===== config.mk =====
export PLATFORM = sky130hd
export DESIGN_NAME = acc_unit
export DESIGN_NICKNAME = d
export VERILOG_FILES = /design/src/rtl/acc_pkg.sv /design/src/rtl/acc_mul_seq.sv /design/src/rtl/acc_unit.sv
export SDC_FILE = /design/constraint.sdc
export NUM_CORES = 1
export LEC_CHECK = 0
export ABC_CLOCK_PERIOD_IN_PS = 3300
export CORE_UTILIZATION = 45
export CTS_CLUSTER_DIAMETER = 50
export DETAILED_ROUTE_END_ITERATION = 7
export HOLD_SLACK_MARGIN = 0.03
export PLACE_DENSITY_LB_ADDON = 0.2
export SLEW_MARGIN = 0
export SYNTH_ARGS = -nofsm -noshare
export SYNTH_HDL_FRONTEND = slang
export SYNTH_SLANG_ARGS = --single-unit

===== constraint.sdc =====
create_clock -name clk -period 3.3 [get_ports clk]
set_input_delay 0.66 -clock clk [delete_from_list [all_inputs] [get_ports clk]]
set_output_delay 0.66 -clock clk [all_outputs]
set_load 0.01 [all_outputs]

===== src/rtl/acc_pkg.sv =====
// Shared op-codes, FSM states and flag bit positions for the accumulator unit
// and its sequential multiplier.
package acc_pkg;

  typedef enum logic [3:0] {
    OP_NOP  = 4'd0,
    OP_LOAD = 4'd1,
    OP_ADD  = 4'd2,
    OP_SUB  = 4'd3,
    OP_AND  = 4'd4,
    OP_OR   = 4'd5,
    OP_XOR  = 4'd6,
    OP_CLR  = 4'd7,
    OP_SHL  = 4'd8,
    OP_SHR  = 4'd9,
    OP_MUL  = 4'd10
  } op_e;

  typedef enum logic {
    ST_IDLE    = 1'b0,
    ST_MUL_RUN = 1'b1
  } state_e;

  localparam int FLAG_Z = 3;
  localparam int FLAG_N = 2;
  localparam int FLAG_C = 1;
  localparam int FLAG_V = 0;

  function automatic int sel_width(input int n);
    return (n > 1) ? $clog2(n) : 1;
  endfunction

endpackage


===== src/rtl/acc_mul_seq.sv =====
// Iterative shift-add unsigned multiplier: one multiplier bit per cycle over WIDTH cycles.
// The final product is presented combinationally alongside 'last' so the caller can write it back on that edge.
module acc_mul_seq
  import acc_pkg::*;
#(
  parameter int WIDTH = 16
) (
  input  logic             clk,
  input  logic             rst_n,
  input  logic             start,
  input  logic [WIDTH-1:0] a,
  input  logic [WIDTH-1:0] b,
  output logic             busy,
  output logic             last,
  output logic [WIDTH-1:0] prod_lo,
  output logic             prod_hi_nz
);

  localparam int CNTW = sel_width(WIDTH);

  logic [2*WIDTH-1:0] mcand_q, mcand_d;
  logic [2*WIDTH-1:0] prod_q, prod_d, prod_step;
  logic [WIDTH-1:0]   mplier_q, mplier_d;
  logic [CNTW-1:0]    cnt_q, cnt_d;
  logic               busy_q, busy_d;

  assign prod_step  = prod_q + (mplier_q[0] ? mcand_q : '0);
  assign last       = busy_q && (cnt_q == CNTW'(WIDTH - 1));
  assign busy       = busy_q;
  assign prod_lo    = prod_step[WIDTH-1:0];
  assign prod_hi_nz = |prod_step[2*WIDTH-1:WIDTH];

  always_comb begin
    mcand_d  = mcand_q;
    prod_d   = prod_q;
    mplier_d = mplier_q;
    cnt_d    = cnt_q;
    busy_d   = busy_q;
    if (start) begin
      mcand_d  = {{WIDTH{1'b0}}, a};
      prod_d   = '0;
      mplier_d = b;
      cnt_d    = '0;
      busy_d   = 1'b1;
    end else if (busy_q) begin
      mcand_d  = mcand_q << 1;
      prod_d   = prod_step;
      mplier_d = mplier_q >> 1;
      cnt_d    = last ? '0 : cnt_q + CNTW'(1);
      busy_d   = !last;
    end
  end

  always_ff @(posedge clk or negedge rst_n) begin
    if (!rst_n) begin
      mcand_q  <= '0;
      prod_q   <= '0;
      mplier_q <= '0;
      cnt_q    <= '0;
      busy_q   <= 1'b0;
    end else begin
      mcand_q  <= mcand_d;
      prod_q   <= prod_d;
      mplier_q <= mplier_d;
      cnt_q    <= cnt_d;
      busy_q   <= busy_d;
    end
  end

endmodule


===== src/rtl/acc_unit.sv =====
// Bank of NUM_ACC accumulators with a single-cycle ALU and an iterative multiplier.
// Every accepted op produces a one-cycle done pulse; writing ops also update {Z,N,C,V}.
module acc_unit
  import acc_pkg::*;
#(
  parameter  int WIDTH   = 16,
  parameter  int NUM_ACC = 4,
  parameter  int SAT     = 0,
  localparam int SELW    = sel_width(NUM_ACC)
) (
  input  logic             clk,
  input  logic             rst_n,
  input  logic             op_valid,
  output logic             op_ready,
  input  logic [3:0]       op_code,
  input  logic [SELW-1:0]  op_sel,
  input  logic [SELW-1:0]  rd_sel,
  input  logic [WIDTH-1:0] op_data,
  output logic [WIDTH-1:0] acc_out,
  output logic             done,
  output logic [3:0]       flags
);

  state_e           state_q;
  logic [WIDTH-1:0] acc_q [NUM_ACC];
  logic [3:0]       flags_q;
  logic             done_q;
  logic [SELW-1:0]  mul_sel_q;

  logic             accept, sel_ok, rd_ok, mul_start;
  logic             mul_busy, mul_last, mul_hi_nz;
  logic [WIDTH-1:0] mul_lo, cur, res;
  logic [WIDTH:0]   sum, diff;
  logic             wr_en, res_c, res_v;

  function automatic logic [3:0] mk_flags(input logic [WIDTH-1:0] r, input logic c, input logic v);
    logic [3:0] f;
    f         = '0;
    f[FLAG_Z] = (r == '0);
    f[FLAG_N] = r[WIDTH-1];
    f[FLAG_C] = c;
    f[FLAG_V] = v;
    return f;
  endfunction

  assign op_ready  = (state_q == ST_IDLE) && !mul_busy;
  assign accept    = op_valid && op_ready;
  assign sel_ok    = (32'(op_sel) < NUM_ACC);
  assign rd_ok     = (32'(rd_sel) < NUM_ACC);
  assign cur       = sel_ok ? acc_q[op_sel] : '0;
  assign acc_out   = rd_ok ? acc_q[rd_sel] : '0;
  assign mul_start = accept && sel_ok && (op_code == OP_MUL);
  assign done      = done_q;
  assign flags     = flags_q;

  always_comb begin
    sum   = {1'b0, cur} + {1'b0, op_data};
    diff  = {1'b0, cur} - {1'b0, op_data};
    res   = cur;
    res_c = 1'b0;
    res_v = 1'b0;
    wr_en = 1'b0;
    if (accept && sel_ok) begin
      wr_en = 1'b1;
      case (op_code)
        OP_LOAD: res = op_data;
        OP_ADD: begin
          res   = sum[WIDTH-1:0];
          res_c = sum[WIDTH];
          res_v = (cur[WIDTH-1] == op_data[WIDTH-1]) && (sum[WIDTH-1] != cur[WIDTH-1]);
        end
        OP_SUB: begin
          res   = diff[WIDTH-1:0];
          res_c = diff[WIDTH];
          res_v = (cur[WIDTH-1] != op_data[WIDTH-1]) && (diff[WIDTH-1] != cur[WIDTH-1]);
        end
        OP_AND: res = cur & op_data;
        OP_OR:  res = cur | op_data;
        OP_XOR: res = cur ^ op_data;
        OP_CLR: res = '0;
        OP_SHL: begin
          res   = {cur[WIDTH-2:0], 1'b0};
          res_c = cur[WIDTH-1];
        end
        OP_SHR: begin
          res   = {1'b0, cur[WIDTH-1:1]};
          res_c = cur[0];
        end
        default: wr_en = 1'b0;
      endcase
      // Overflow direction follows the sign of the accumulator for both ADD and SUB.
      if ((SAT != 0) && res_v) begin
        res = cur[WIDTH-1] ? {1'b1, {(WIDTH-1){1'b0}}} : {1'b0, {(WIDTH-1){1'b1}}};
      end
    end
  end

  acc_mul_seq #(.WIDTH(WIDTH)) u_mul (
    .clk        (clk),
    .rst_n      (rst_n),
    .start      (mul_start),
    .a          (cur),
    .b          (op_data),
    .busy       (mul_busy),
    .last       (mul_last),
    .prod_lo    (mul_lo),
    .prod_hi_nz (mul_hi_nz)
  );

  always_ff @(posedge clk or negedge rst_n) begin
    if (!rst_n) begin
      state_q   <= ST_IDLE;
      flags_q   <= '0;
      done_q    <= 1'b0;
      mul_sel_q <= '0;
      for (int i = 0; i < NUM_ACC; i++) acc_q[i] <= '0;
    end else begin
      done_q <= 1'b0;
      case (state_q)
        ST_IDLE: begin
          if (mul_start) begin
            state_q   <= ST_MUL_RUN;
            mul_sel_q <= op_sel;
          end else if (accept) begin
            done_q <= 1'b1;
            if (wr_en) begin
              acc_q[op_sel] <= res;
              flags_q       <= mk_flags(res, res_c, res_v);
            end
          end
        end
        ST_MUL_RUN: begin
          if (mul_last) begin
            acc_q[mul_sel_q] <= mul_lo;
            flags_q          <= mk_flags(mul_lo, mul_hi_nz, mul_hi_nz);
            done_q           <= 1'b1;
            state_q          <= ST_IDLE;
          end
        end
        default: state_q <= ST_IDLE;
      endcase
    end
  end

endmodule

==> impl_metrics.py <==
metrics = {
    "clock_tree": {
        "root_buffer": "clkbuf_16",
        "cts-buffers-inserted": 17,
        "numClockSinks": 157,
        "insertion_delay_ps": 440,
        "htreeDepth": 4,
        "cts_max_path_buffers": 2,
        "cts_tree": "built",
        "clk_pin_slew_ps": 70,
        "ctsHoldBuffers": 0,
    },
    "floorplanning": {
        "die_h_um": 172,
        "design.core.area_sq_um": 28600,
        "ios": 49,
        "die_area_sq_um": 29800,
        "initial_core_util_pct": 45.7,
        "rows": 62,
        "dieWidth_um": 172,
    },
    "sta": {
        "skew_ps": 13.8,
        "rsz0062_at_grt": "yes",
        "clock.fmax_ghz": 0.274,
        "slew_viol_final": 0,
        "fin_ws_ps": -345,
        "fin_tns_setup_ps": -8490,
        "tightest_slew_ps": 1110,
        "period_share_pct": 110,
        "setup_viol": 50,
        "hold_viol_final": 0,
        "slew_headroom_pct": 25.8,
        "min_period_ps": 3640,
    },
    "critical_path": {
        "reg2reg_slack_ps": -270,
        "worstPathRequired_ps": 3580,
        "worst_setup_path_start_kind": "input port",
        "criticalPathCategory": "in2reg",
        "crit_arrival_ps": 3920,
        "worstSetupEndpointType": "flop",
        "r2r_end": "acc_q[63]",
        "r2r-start": "acc_q[3]",
        "reg2reg_depth": 13,
        "cp_max_fo": 6,
    },
    "placement": {
        "placed_cell_area_sq_um": 17200,
        "gp_congestion": 0.979,
        "io_buffers": 48,
        "dpl.hpwl_mm": 39.6,
        "pre_cts_slack_ps": -1310,
    },
    "cells_and_area": {
        "nets": 2088,
        "areaGrowthSynthToFinish_pct": 50.5,
        "design_area_sq_um": 19700,
        "drive_above_1_share_pct": 40.6,
        "n_antenna_cell": 0,
        "utilization_pct": 68.8,
    },
    "synthesis": {
        "async_flop_share_pct": 100,
        "synthAdderAreaFrac_pct": 9.36,
        "synth.area.top_cells": "dfrtp_1 30%, ha_1 8.9%, mux4_2 5.3%",
        "syn-num-nets": 1642,
        "yosysMostFrequentCell": "nand2_1",
        "ys_ff_latch": 157,
        "ys_seq_area_share_pct": 30.0,
        "syn_area_sq_um": 13100,
        "synth.largest_area_cell": "dfrtp_1",
        "ys.flop_type": "dfrtp_1",
        "synth_top_family_by_area": "compound AO/OA/AOI/OAI gates",
        "synthSimpleGateAreaFrac_pct": 18.9,
        "netlist_instances": 1519,
        "yosys_warnings": 0,
        "synth_xor_xnor_area_share_pct": 2.08,
        "ys_types": 90,
        "synth_top_area_share_pct": 30.0,
        "synth-edff-count": 0,
        "synth_compound_area_share_pct": 25.6,
        "synth_commonest_cells": "176 x nand2_1, 157 x dfrtp_1, 107 x nor2_1",
        "syn_avg_cell_area_sq_um": 8.61,
        "synthMuxAreaShare_pct": 9.07,
    },
    "detailed_routing": {
        "wirelength_mm": 54.5,
        "drtIter0Drc": 1620,
        "antenna_left": 0,
        "m1WireLength_mm": 23.3,
        "route.met2.wl_mm": 24.3,
        "via_per_inst": 6.19,
        "routed.top_layer": "met4",
        "via_count": 14600,
        "wl_met3_mm": 4.28,
        "drc": 0,
        "avgRoutedWirePerCell_um": 23.1,
        "detail_route.first_pass.iterations": 6,
    },
    "power": {
        "vdd_drop_max_uv": 510,
        "p_per_area_nw_per_um2": 863,
        "intPower_w": 0.00941,
        "seqPwrFrac_pct": 20.0,
        "p_comb_share_pct": 68.8,
        "p_clk_share_pct": 11.2,
        "p_sw_w": 0.00759,
        "switching_share_pct": 44.6,
        "p_leak_nw": 8.64,
    },
    "hold_path": {
        "hold_path.class": "in2async",
    },
    "run_status": {
        "status": "finished with violations",
        "violations": "setup timing",
    },
    "global_routing": {
        "grt_pass1_wl_mm": 81.5,
        "grt_usage_pct": 36.6,
        "grt_overflow": 0,
        "grt_pass1_vias": 13900,
        "antenna_found_initial": 0,
        "grt_max_degree": 71,
    },
    "flow_run": {
        "maxCapViolCount": 0,
    },
}
-- power groups by stage --
stage | logic [W] | registers (W) | clock network [W]
4_1_cts | 0.0106 | 0.00335 | 0.00190
3_5_place_dp | 0.00964 | 0.00333 | 0
3_3_place_gp | 0.00951 | 0.00330 | 0
2_1_floorplan | 0.00507 | 0.00317 | 0
6_report | 0.0117 | 0.00339 | 0.00191
5_1_grt | 0.0124 | 0.00348 | 0.00199
-- registers in the layout, indices dropped and copies added, names as in the netlist --
signal	cells
acc_q	64
u_mul.mcand_q	32
u_mul.prod_q	32
u_mul.mplier_q	16
flags	4
u_mul.cnt_q	4
mul_sel_q	2
done	1
state_q	1
u_mul.busy	1
-- cell usage in the layout (no fill, tap or decap), types with 41 or more instances in the layout --
| cell | netlist | final |
|---|---|---|
| clkdlybuf4s50_1 | 0 | 45 |
| a21oi_1 | 81 | 58 |
| inv_1 | 56 | 43 |
| mux2i_1 | 45 | 41 |
| buf_4 | 1 | 436 |
| ha_1 | 93 | 57 |
| nand2_1 | 176 | 167 |
| nor2_1 | 107 | 98 |
| dfrtp_1 | 157 | 156 |
| o21ai_0 | 103 | 84 |
-- timing repair --
action | 4_1_cts | 5_1_grt
gates cloned | 4 | 0
setup buffers | 31 | 22
pin swaps | 62 | 92
gates resized for setup | 166 | 140
endpoints found under the setup margin | 72 | 57
-- cell type report --
class / count / area [sq um]
Timing Repair Buffer: 529 / 4450
Multi-Input combinational cell: 1202 / 10100
Fill cell: 2239 / 8930
Clock inverter: 13 / 106
Tap cell: 384 / 480
Sequential cell: 157 / 3930
Inverter: 58 / 223
Clock buffer: 19 / 443
-- worst max-delay path by stage --
stage | cells after the start | startpoint | end | slack, ps
floorplan | 14 | op_sel[0] | acc_q[14] | -420
global placement | 16 | op_sel[0] | flags[0] | -1250
detailed placement | 15 | op_sel[0] | flags[0] | -1310
CTS | 17 | op_sel[0] | flags[3] | -260
global route | 17 | op_sel[0] | flags[3] | -390
finish | 15 | op_sel[0] | acc_q[63] | -340
-- metal layers --
layer  track usage, %  up-vias
met5                0        -
met4             17.3        0
met3             6.02      142
met2             56.0      792
met1             50.2     7129
li1                 -     6566
-- worst max-delay path, cell delays in order --
cell       delay, ps
buf_12            90
buf_12           120
buf_4            110
mux4_2           590
inv_4            130
ha_4             230
nor2_4           160
o311ai_4         130
and3_4           200
a2111oi_4        470
or3_4            220
a21oi_2           40
o32a_1           450
nand2_2          160
o221ai_1         130
-- cells by family (layout without fill, tap and decap cells) --
family,count (synthesis),in the layout
AOI/OAI and AO/OA,496,496
xor gates and xnor gates,31,31
adders and majority gates,96,96
buffers and inverters,160,619
DFF,157,157
muxes,78,78
and+or+nand+nor,501,501
-- metrics by stage --
step / power (W) / std cells / hold WS, ps
after detailed placement: 0.0130 / 2284 / 464
after floorplan: 0.00824 / 1519 / 364
final: 0.0170 / 2362 / 256
after global routing: 0.0179 / 2362 / 299
after global placement: 0.0128 / 2284 / 461
after CTS: 0.0159 / 2348 / 276
(Power assumes the default switching activity.)
